File: config.mk
export PLATFORM = sky130hd
export DESIGN_NAME = mem_port_arbiter_flat
export DESIGN_NICKNAME = d
export VERILOG_FILES = /design/src/rtl/mem_port_arbiter_if.sv /design/src/rtl/mem_port_arbiter.sv /design/src/flat_wrapper.sv
export SDC_FILE = /design/constraint.sdc
export NUM_CORES = 1
export LEC_CHECK = 0
export BUFFER_PORTS_ARGS = -buffer_cell sky130_fd_sc_hd__buf_4
export CORE_ASPECT_RATIO = 2
export CORE_MARGIN = 1
export CORE_UTILIZATION = 44
export CTS_CLUSTER_DIAMETER = 50
export DETAILED_ROUTE_END_ITERATION = 10
export PLACE_DENSITY = 0.77
export SETUP_SLACK_MARGIN = 0.5
export SLEW_MARGIN = 20
export SYNTH_ARGS = -nofsm -noshare
export SYNTH_HDL_FRONTEND = slang
export SYNTH_SLANG_ARGS = --single-unit
File: constraint.sdc
create_clock -name clock -period 1.9 [get_ports clock]
set_clock_uncertainty 0.1 [all_clocks]
set_input_delay 0.095 -clock clock [delete_from_list [all_inputs] [get_ports clock]]
set_output_delay 0.095 -clock clock [all_outputs]
set_load 0.1 [all_outputs]
File: src/rtl/mem_port_arbiter_if.sv
`default_nettype none
// ============================================================================
//  Module      : mem_port_arbiter_if
//  Description : Bundle of the fetch, data and memory-side signals of the
//                unified memory port arbiter. The arbiter uses the slave
//                modport. The master modport is the pipeline/memory view.
//  Revision    : 1.0  initial release
// ============================================================================
interface mem_port_arbiter_if #(
    parameter int ADDR_W = 32,
    parameter int DATA_W = 32
);
    // Fetch-stage side
    logic              if_req;
    logic [ADDR_W-1:0] if_addr;
    logic [DATA_W-1:0] if_rdata;
    logic              if_valid;
    logic              if_stall;
    // Memory-stage side
    logic              d_req;
    logic              d_we;
    logic [ADDR_W-1:0] d_addr;
    logic [DATA_W-1:0] d_wdata;
    logic [DATA_W-1:0] d_rdata;
    logic              d_valid;
    logic              d_stall;
    // Memory side
    logic              mem_en;
    logic              mem_we;
    logic [ADDR_W-1:0] mem_addr;
    logic [DATA_W-1:0] mem_wdata;
    logic [DATA_W-1:0] mem_rdata;
    // Status
    logic              busy;

    modport slave (
        input  if_req, if_addr, d_req, d_we, d_addr, d_wdata, mem_rdata,
        output if_rdata, if_valid, if_stall, d_rdata, d_valid, d_stall,
        output mem_en, mem_we, mem_addr, mem_wdata, busy
    );

    modport master (
        output if_req, if_addr, d_req, d_we, d_addr, d_wdata, mem_rdata,
        input  if_rdata, if_valid, if_stall, d_rdata, d_valid, d_stall,
        input  mem_en, mem_we, mem_addr, mem_wdata, busy
    );
endinterface
`default_nettype wire

File: src/rtl/mem_port_arbiter.sv
`default_nettype none
// ============================================================================
//  Module      : mem_port_arbiter
//  Description : Shares one single-ported unified memory between the fetch
//                stage (IF) and the memory stage (D). One access at a time,
//                fixed read latency MEM_LAT, data side has priority.
//                Optional macro MEM_PORT_ARB_STARVE_GUARD_EN: after
//                STARVE_LIMIT consecutive D grants with IF waiting, the next
//                contended grant goes to IF.
//  Revision    : 1.0  initial release
// ============================================================================
module mem_port_arbiter #(
    parameter int ADDR_W       = 32,
    parameter int DATA_W       = 32,
`ifdef MEM_PORT_ARB_STARVE_GUARD_EN
    parameter int STARVE_LIMIT = 4,
`endif
    parameter int MEM_LAT      = 2
) (
    input  wire              clock,
    input  wire              reset,
    mem_port_arbiter_if.slave bus
);

    localparam logic [1:0] c_IDLE  = 2'd0;
    localparam logic [1:0] c_ISSUE = 2'd1;
    localparam logic [1:0] c_WAIT  = 2'd2;
    localparam logic [1:0] c_RESP  = 2'd3;

    localparam logic [3:0] c_WAIT_LOAD = 4'(MEM_LAT - 1);

    logic [1:0]        r_state;
    logic [1:0]        w_nextState;
    logic              r_ownD;
    logic              r_isWrite;
    logic [3:0]        r_waitCnt;
    logic [ADDR_W-1:0] r_memAddr;
    logic [DATA_W-1:0] r_memWdata;
    logic [DATA_W-1:0] r_ifRdata;
    logic [DATA_W-1:0] r_dRdata;
    logic              w_grantD;
    logic              w_grantIf;
    logic              w_isIdle;

    assign w_isIdle = (r_state == c_IDLE);

`ifdef MEM_PORT_ARB_STARVE_GUARD_EN
    localparam logic [3:0] c_STARVE_LIMIT = 4'(STARVE_LIMIT);

    logic [3:0] r_starveCnt;
    logic       w_starveHit;

    assign w_starveHit = (r_starveCnt == c_STARVE_LIMIT) && bus.if_req;

    // Grant selection: data first unless IF has waited through STARVE_LIMIT D grants
    always_comb begin
        w_grantD  = w_isIdle && bus.d_req && !w_starveHit;
        w_grantIf = w_isIdle && bus.if_req && !w_grantD;
    end

    // Count consecutive D grants taken while IF was waiting
    always_ff @(posedge clock) begin
        if (reset) begin
            r_starveCnt <= 4'd0;
        end else if (w_grantIf || (w_isIdle && !bus.if_req)) begin
            r_starveCnt <= 4'd0;
        end else if (w_grantD && bus.if_req && (r_starveCnt != 4'hF)) begin
            r_starveCnt <= r_starveCnt + 4'd1;
        end
    end
`else
    // Grant selection: strict data priority (older instruction wins)
    always_comb begin
        w_grantD  = w_isIdle && bus.d_req;
        w_grantIf = w_isIdle && bus.if_req && !bus.d_req;
    end
`endif

    // State register
    always_ff @(posedge clock) begin
        if (reset) begin
            r_state <= c_IDLE;
        end else begin
            r_state <= w_nextState;
        end
    end

    // Next-state logic: one access per pass through ISSUE, stores skip WAIT
    always_comb begin
        w_nextState = r_state;
        case (r_state)
            c_IDLE:  if (w_grantD || w_grantIf) w_nextState = c_ISSUE;
            c_ISSUE: w_nextState = r_isWrite ? c_RESP : c_WAIT;
            c_WAIT:  if (r_waitCnt == 4'd0) w_nextState = c_RESP;
            c_RESP:  w_nextState = c_IDLE;
            default: w_nextState = c_IDLE;
        endcase
    end

    // Grant-edge capture of the access, latency counting and read-data capture
    always_ff @(posedge clock) begin
        if (reset) begin
            r_ownD     <= 1'b0;
            r_isWrite  <= 1'b0;
            r_waitCnt  <= 4'd0;
            r_memAddr  <= '0;
            r_memWdata <= '0;
            r_ifRdata  <= '0;
            r_dRdata   <= '0;
        end else begin
            if (w_grantD || w_grantIf) begin
                r_ownD     <= w_grantD;
                r_isWrite  <= w_grantD && bus.d_we;
                r_memAddr  <= w_grantD ? {bus.d_addr[ADDR_W-1:2], 2'b00}
                                       : {bus.if_addr[ADDR_W-1:2], 2'b00};
                r_memWdata <= bus.d_wdata;
            end
            if (r_state == c_ISSUE) begin
                r_waitCnt <= c_WAIT_LOAD;
            end else if ((r_state == c_WAIT) && (r_waitCnt != 4'd0)) begin
                r_waitCnt <= r_waitCnt - 4'd1;
            end
            if ((r_state == c_WAIT) && (r_waitCnt == 4'd0)) begin
                if (r_ownD) begin
                    r_dRdata <= bus.mem_rdata;
                end else begin
                    r_ifRdata <= bus.mem_rdata;
                end
            end
        end
    end

    // Output decode: strobes and valid pulses come straight from the state
    always_comb begin
        bus.busy      = (r_state != c_IDLE);
        bus.mem_en    = (r_state == c_ISSUE);
        bus.mem_we    = (r_state == c_ISSUE) && r_isWrite;
        bus.mem_addr  = r_memAddr;
        bus.mem_wdata = r_memWdata;
        bus.if_valid  = (r_state == c_RESP) && !r_ownD;
        bus.d_valid   = (r_state == c_RESP) && r_ownD;
        bus.if_rdata  = r_ifRdata;
        bus.d_rdata   = r_dRdata;
        bus.if_stall  = bus.if_req && !((r_state == c_RESP) && !r_ownD);
        bus.d_stall   = bus.d_req && !((r_state == c_RESP) && r_ownD);
    end

endmodule
`default_nettype wire

File: src/flat_wrapper.sv
// flat-port wrapper written by rule: the top's interface ports become plain ports
module mem_port_arbiter_flat 
#(
    parameter int ADDR_W       = 32,
    parameter int DATA_W       = 32,

    parameter int MEM_LAT      = 2
)
  (clock, reset, bus_if_req, bus_if_addr, bus_d_req, bus_d_we, bus_d_addr, bus_d_wdata, bus_mem_rdata, bus_if_rdata, bus_if_valid, bus_if_stall, bus_d_rdata, bus_d_valid, bus_d_stall, bus_mem_en, bus_mem_we, bus_mem_addr, bus_mem_wdata, bus_busy);
  mem_port_arbiter_if #(.ADDR_W(ADDR_W), .DATA_W(DATA_W)) bus_i ();
  input  wire clock;
  input  wire reset;
  input wire logic [$bits(bus_i.if_req)-1:0] bus_if_req;
  input wire logic [$bits(bus_i.if_addr)-1:0] bus_if_addr;
  input wire logic [$bits(bus_i.d_req)-1:0] bus_d_req;
  input wire logic [$bits(bus_i.d_we)-1:0] bus_d_we;
  input wire logic [$bits(bus_i.d_addr)-1:0] bus_d_addr;
  input wire logic [$bits(bus_i.d_wdata)-1:0] bus_d_wdata;
  input wire logic [$bits(bus_i.mem_rdata)-1:0] bus_mem_rdata;
  output wire logic [$bits(bus_i.if_rdata)-1:0] bus_if_rdata;
  output wire logic [$bits(bus_i.if_valid)-1:0] bus_if_valid;
  output wire logic [$bits(bus_i.if_stall)-1:0] bus_if_stall;
  output wire logic [$bits(bus_i.d_rdata)-1:0] bus_d_rdata;
  output wire logic [$bits(bus_i.d_valid)-1:0] bus_d_valid;
  output wire logic [$bits(bus_i.d_stall)-1:0] bus_d_stall;
  output wire logic [$bits(bus_i.mem_en)-1:0] bus_mem_en;
  output wire logic [$bits(bus_i.mem_we)-1:0] bus_mem_we;
  output wire logic [$bits(bus_i.mem_addr)-1:0] bus_mem_addr;
  output wire logic [$bits(bus_i.mem_wdata)-1:0] bus_mem_wdata;
  output wire logic [$bits(bus_i.busy)-1:0] bus_busy;
  assign bus_i.if_req = bus_if_req;
  assign bus_i.if_addr = bus_if_addr;
  assign bus_i.d_req = bus_d_req;
  assign bus_i.d_we = bus_d_we;
  assign bus_i.d_addr = bus_d_addr;
  assign bus_i.d_wdata = bus_d_wdata;
  assign bus_i.mem_rdata = bus_mem_rdata;
  assign bus_if_rdata = bus_i.if_rdata;
  assign bus_if_valid = bus_i.if_valid;
  assign bus_if_stall = bus_i.if_stall;
  assign bus_d_rdata = bus_i.d_rdata;
  assign bus_d_valid = bus_i.d_valid;
  assign bus_d_stall = bus_i.d_stall;
  assign bus_mem_en = bus_i.mem_en;
  assign bus_mem_we = bus_i.mem_we;
  assign bus_mem_addr = bus_i.mem_addr;
  assign bus_mem_wdata = bus_i.mem_wdata;
  assign bus_busy = bus_i.busy;
  mem_port_arbiter #(.ADDR_W(ADDR_W), .DATA_W(DATA_W), .MEM_LAT(MEM_LAT)) u_core (.clock(clock), .reset(reset), .bus(bus_i));
endmodule
==> results.py, run 1 <==
metrics = {
    "grt": {
        "grt_max_degree": 44,
        "grt_usage_pct": 75.80,
        "gr-total-overflow": 98,
    },
    "die": {
        "rows": 55,
        "io_pins": 268,
        "die_w_um": 78.79,
        "start_util_pct": 45.42,
        "die-height_um": 155.6,
    },
    "yosys": {
        "synth_edf_count": 0,
        "yosysTopAreaCell": "dfxtp_1",
        "ys_async_sr_fraction_pct": 0,
        "synth_seq_cells": 134,
        "ys_types": 30,
        "yosys_warnings": 0,
        "synth_ff_type": "dfxtp_1",
        "syn-cell-area_sq_um": 5189,
        "ys_seq_area_share_pct": 51.70,
        "synth.most_common_cell": "nand2_1",
        "synthCells": 652,
        "synth_commonest_cells": "nand2_1 (228), dfxtp_1 (134), a21oi_1 (99), nor2_1 (33), nand3_1 (32)",
        "synthTopCellsByArea": "dfxtp_1 (52%), nand2_1 (16%), a21oi_1 (9.5%), a311oi_1 (5.1%), nand3_1 (3.1%)",
        "syn_area_per_cell_sq_um": 7.958,
        "synth_top_area_share_pct": 51.70,
    },
    "placement": {
        "dp_hpwl_um": 11530,
        "portBuffers": 261,
        "place_area_sq_um": 7343,
        "gp_congestion": 0.8485,
    },
    "cts": {
        "root_buffer": "clkbuf_16",
        "h-tree-depth": 4,
        "cts_buffers": 17,
        "clock-sinks": 134,
        "clk_path_buf_depth": 2,
    },
    "timing": {
        "grt_worst_setup_endpoint": "u_core.r_state[1]$_SDFFE_PP0P_/D",
        "worstEndpointType": "register input",
    },
    "run_status": {
        "lastStage": "global routing",
        "firstError": "[ERROR GRT-0232] Routing congestion too high. Check the congestion heatmap in the GUI.",
        "status": "stopped before the end",
    },
}
[metrics by stage]
| step | setup WS (ps) | hold slack (ps) | utilization [%] | std cells |
|---|---|---|---|---|
| floorplan | 335.7 | 131.0 | - | 653 |
| global placement | 202.4 | 249.6 | 64.28 | 1016 |
| detailed placement | 99.46 | 255.2 | 64.28 | 1016 |
| CTS | 236.0 | 51.06 | 86.87 | 1197 |
[per-layer routing]
layer / track usage (%) / overflow
met5: 3.478 / 0
met4: 84.13 / 33
met3: 47.43 / 1
met2: 98.22 / 64
met1: 76.39 / 0
[repair_timing]
item	4_1_cts
cloned	11
pin swaps	25
setup endpoints to repair	141
hold buffers	125
hold endpoints to repair	127
resized for setup	85
buffers inserted	13
[cells by family after synthesis]
group	after synthesis	synth area share, %
and+or+nand+nor	307	23.90
AOI/OAI and AO/OA	136	16.01
DFF	134	51.70
buffers and inverters	63	5.980
adders and majority gates	6	1.447
xor gates and xnor gates	3	0.5065
muxes	2	0.3858
other	1	0.07227
==> run 2: changes to the inputs <==
- CORE_ASPECT_RATIO: 2 -> not set
- CORE_UTILIZATION: 44 -> 29
- CTS_CLUSTER_DIAMETER: 50 -> not set
- PLACE_DENSITY: 0.77 -> not set
- PLACE_DENSITY_LB_ADDON: not set -> 0.15
- SETUP_SLACK_MARGIN: 0.5 -> not set
==> results.py, run 2 <==
metrics = {
    "run_status": {
        "status": "complete, no violations",
    },
    "yosys": {
        "syn_area_per_cell_sq_um": 7.958,
        "synth_ff_type": "dfxtp_1",
        "ys_seq_area_share_pct": 51.70,
        "synth_xor_area_share_pct": 0.5064,
        "yosys_warnings": 0,
        "synthAdderAreaFrac_pct": 1.447,
        "synth.area.mux_share_pct": 0.3858,
        "ys_async_sr_fraction_pct": 0,
        "synthCells": 652,
        "ys_types": 30,
        "synth_top_area_share_pct": 51.70,
        "synth_edf_count": 0,
        "syn-cell-area_sq_um": 5189,
        "synthTopCellsByArea": "dfxtp_1 (52%), nand2_1 (16%), a21oi_1 (9.5%), a311oi_1 (5.1%), nand3_1 (3.1%)",
        "synth.most_common_cell": "nand2_1",
        "synth_top_family_by_area": "simple AND/OR/NAND/NOR gates",
        "synth_commonest_cells": "nand2_1 (228), dfxtp_1 (134), a21oi_1 (99), nor2_1 (33), nand3_1 (32)",
        "yosys.area_share.simple_pct": 23.90,
        "synth_compound_area_share_pct": 16.01,
        "yosysTopAreaCell": "dfxtp_1",
        "synth_seq_cells": 134,
    },
    "die": {
        "start_util_pct": 29.89,
        "rows": 48,
        "die_w_um": 135.8,
        "die-height_um": 135.8,
        "io_pins": 268,
        "die_area_sq_um": 18430,
        "design.core.area_sq_um": 17360,
    },
    "routing": {
        "wl_per_cell_um": 13.97,
        "drc": 0,
        "drtPass1Iterations": 4,
        "dr.first_iter.drc_count": 259,
        "viasPerCell": 4.550,
        "drt-total-wl_um": 17620,
        "num_vias": 5742,
        "postRouteAntennaNets": 0,
    },
    "grt": {
        "gr-total-overflow": 0,
        "grt_max_degree": 61,
        "antenna_found_initial": 0,
        "grt_pass1_vias": 5563,
        "grt_pass1_wl_um": 27450,
        "grt_usage_pct": 18.89,
    },
    "cts": {
        "path_clk_slew_ps": 50,
        "clock-sinks": 134,
        "cts_tree": "built",
        "clock_latency_ps": 410,
        "h-tree-depth": 4,
        "root_buffer": "clkbuf_16",
        "cts_buffers": 17,
        "cts_setup_buffers": 0,
        "clk_path_buf_depth": 2,
    },
    "job": {
        "cap_violations": 0,
    },
    "timing": {
        "period_needed_ps": 1816,
        "setup_violations": 0,
        "maxSlewViolCount": 0,
        "period_share_pct": 95.59,
        "fmax_ghz": 0.5506,
        "finalHoldViolCount": 0,
    },
    "cells_and_area": {
        "seq_area_sq_um": 2684,
        "nNetsFinal": 1163,
        "final_common_cell": "buf_4",
        "layout_common_cells": "buf_4 (266), nand2_1 (228), dfxtp_1 (133)",
        "final_cell_area_sq_um": 9360,
        "drive_gt1_share_pct": 31.53,
        "area_delta_synth_final_pct": 80.40,
        "n_fill_cell": 1632,
        "multiInputGateArea_sq_um": 2221,
        "insertedDiodeCount": 0,
    },
    "placement": {
        "gp_congestion": 0.7487,
        "place_area_sq_um": 7441,
        "dp_hpwl_um": 11240,
        "portBuffers": 261,
    },
    "critical_path": {
        "reg2reg_to": "u_core.r_state[1]",
        "crit_required_ps": 1700,
        "critPathLaunchType": "flop",
        "cp_max_fo": 2,
        "timing.rr.start": "u_core.r_waitCnt[0]",
        "regToRegSetupSlack_ps": 180,
        "arrival_ps": 1620,
        "reg2reg_depth": 6,
        "end_kind": "output port",
        "path_class": "flop to output port",
    },
    "worst_hold_path": {
        "hp-start": "bus_if_req",
        "hold-path-endpoint": "u_core.r_state[1]",
        "hold_class": "input port to flop",
        "hold_depth": 5,
    },
    "power_and_ir_drop": {
        "leakage_nw": 4.050,
        "power.total_mw": 14.97,
        "peakVddDrop_mv": 1.290,
        "power.density_nw_per_um2": 1599,
    },
}
## run 2: cell counts after synthesis
No cell type changed its count.
## run 2: where the power goes
group / leakage [nW] / total, mW / internal [mW] / switching [mW]
Clock: 0.292 / 3.42 / 2.17 / 1.25
Sequential: 1.10 / 3.69 / 3.37 / 0.325
Combinational: 2.66 / 7.85 / 2.04 / 5.81
## run 2: how the worst max path moves through the flow
| stage | start | endpoint | slack, ps | depth (start not counted) |
|---|---|---|---|---|
| 3_3_place_gp | u_core.r_state[0] | u_core.bus.d_rdata[5] | 130 | 7 |
| 2_1_floorplan | u_core.r_state[1] | bus_if_stall | -160 | 3 |
| 6_report | u_core.r_state[0] | bus_if_stall | 80 | 5 |
| 4_1_cts | u_core.r_state[1] | bus_busy | 10 | 5 |
| 5_1_grt | u_core.r_state[0] | bus_busy | -20 | 5 |
| 3_5_place_dp | u_core.r_state[0] | u_core.bus.d_rdata[10] | 100 | 7 |
## run 2: per-layer routing
| layer | GRT usage, % | vias up | share of wire [%] |
|---|---|---|---|
| met1 | 22.39 | 2598 | 42 |
| met4 | 6.991 | 0 | 1.5 |
| met5 | 0 | - | 0 |
| li1 | - | 2912 | - |
| met3 | 5.425 | 18 | 7.4 |
| met2 | 32.11 | 214 | 49 |
## run 2: logic make-up (layout without fill, tap and decap cells)
| kind of cell | count (synthesis) | count (layout) |
|---|---|---|
| adders and majority gates | 6 | 6 |
| muxes | 2 | 2 |
| AOI/OAI and AO/OA | 136 | 136 |
| other | 1 | 2 |
| buffers and inverters | 63 | 447 |
| and+or+nand+nor | 307 | 307 |
| DFF | 134 | 134 |
| xor gates and xnor gates | 3 | 3 |
## run 2: timing repair
action                     4_1_cts  5_1_grt
hold endpoints to repair       128        0
hold buffers                   127        0
gates resized for setup          4        6
setup endpoints to repair        1       11
## run 2: area by class of cell
type,count,share of cell area [%]
clock buffers,21,5.026
clock inverters,11,1.577
inverters,8,0.3609
multi-input cells,456,23.73
flip-flops and latches,134,28.67
well taps,225,3.008
repair buffers,407,37.63
## run 2: per-stage QoR
step | util, % | instances | setup WS, ps | hold slack, ps | setup TNS, ps
2_1_floorplan | - | 653 | -155.5 | 131.0 | -155.5
3_3_place_gp | 42.87 | 1103 | 133.1 | 254.7 | 0
3_5_place_dp | 42.87 | 1103 | 98.51 | 256.2 | 0
4_1_cts | 53.85 | 1262 | 11.77 | 153.0 | 0
5_1_grt | 53.93 | 1262 | -23.98 | 181.2 | -23.98
6_report | 53.93 | 1262 | 83.82 | 178.1 | 0
## run 2: critical path, stage by stage, from the launching register on
cell     delay, ps
dfxtp_1        300
buf_4          130
ha_1           200
nor2b_2        170
nor2b_2        110
buf_4          290
Power figures use the tool's default switching activity.
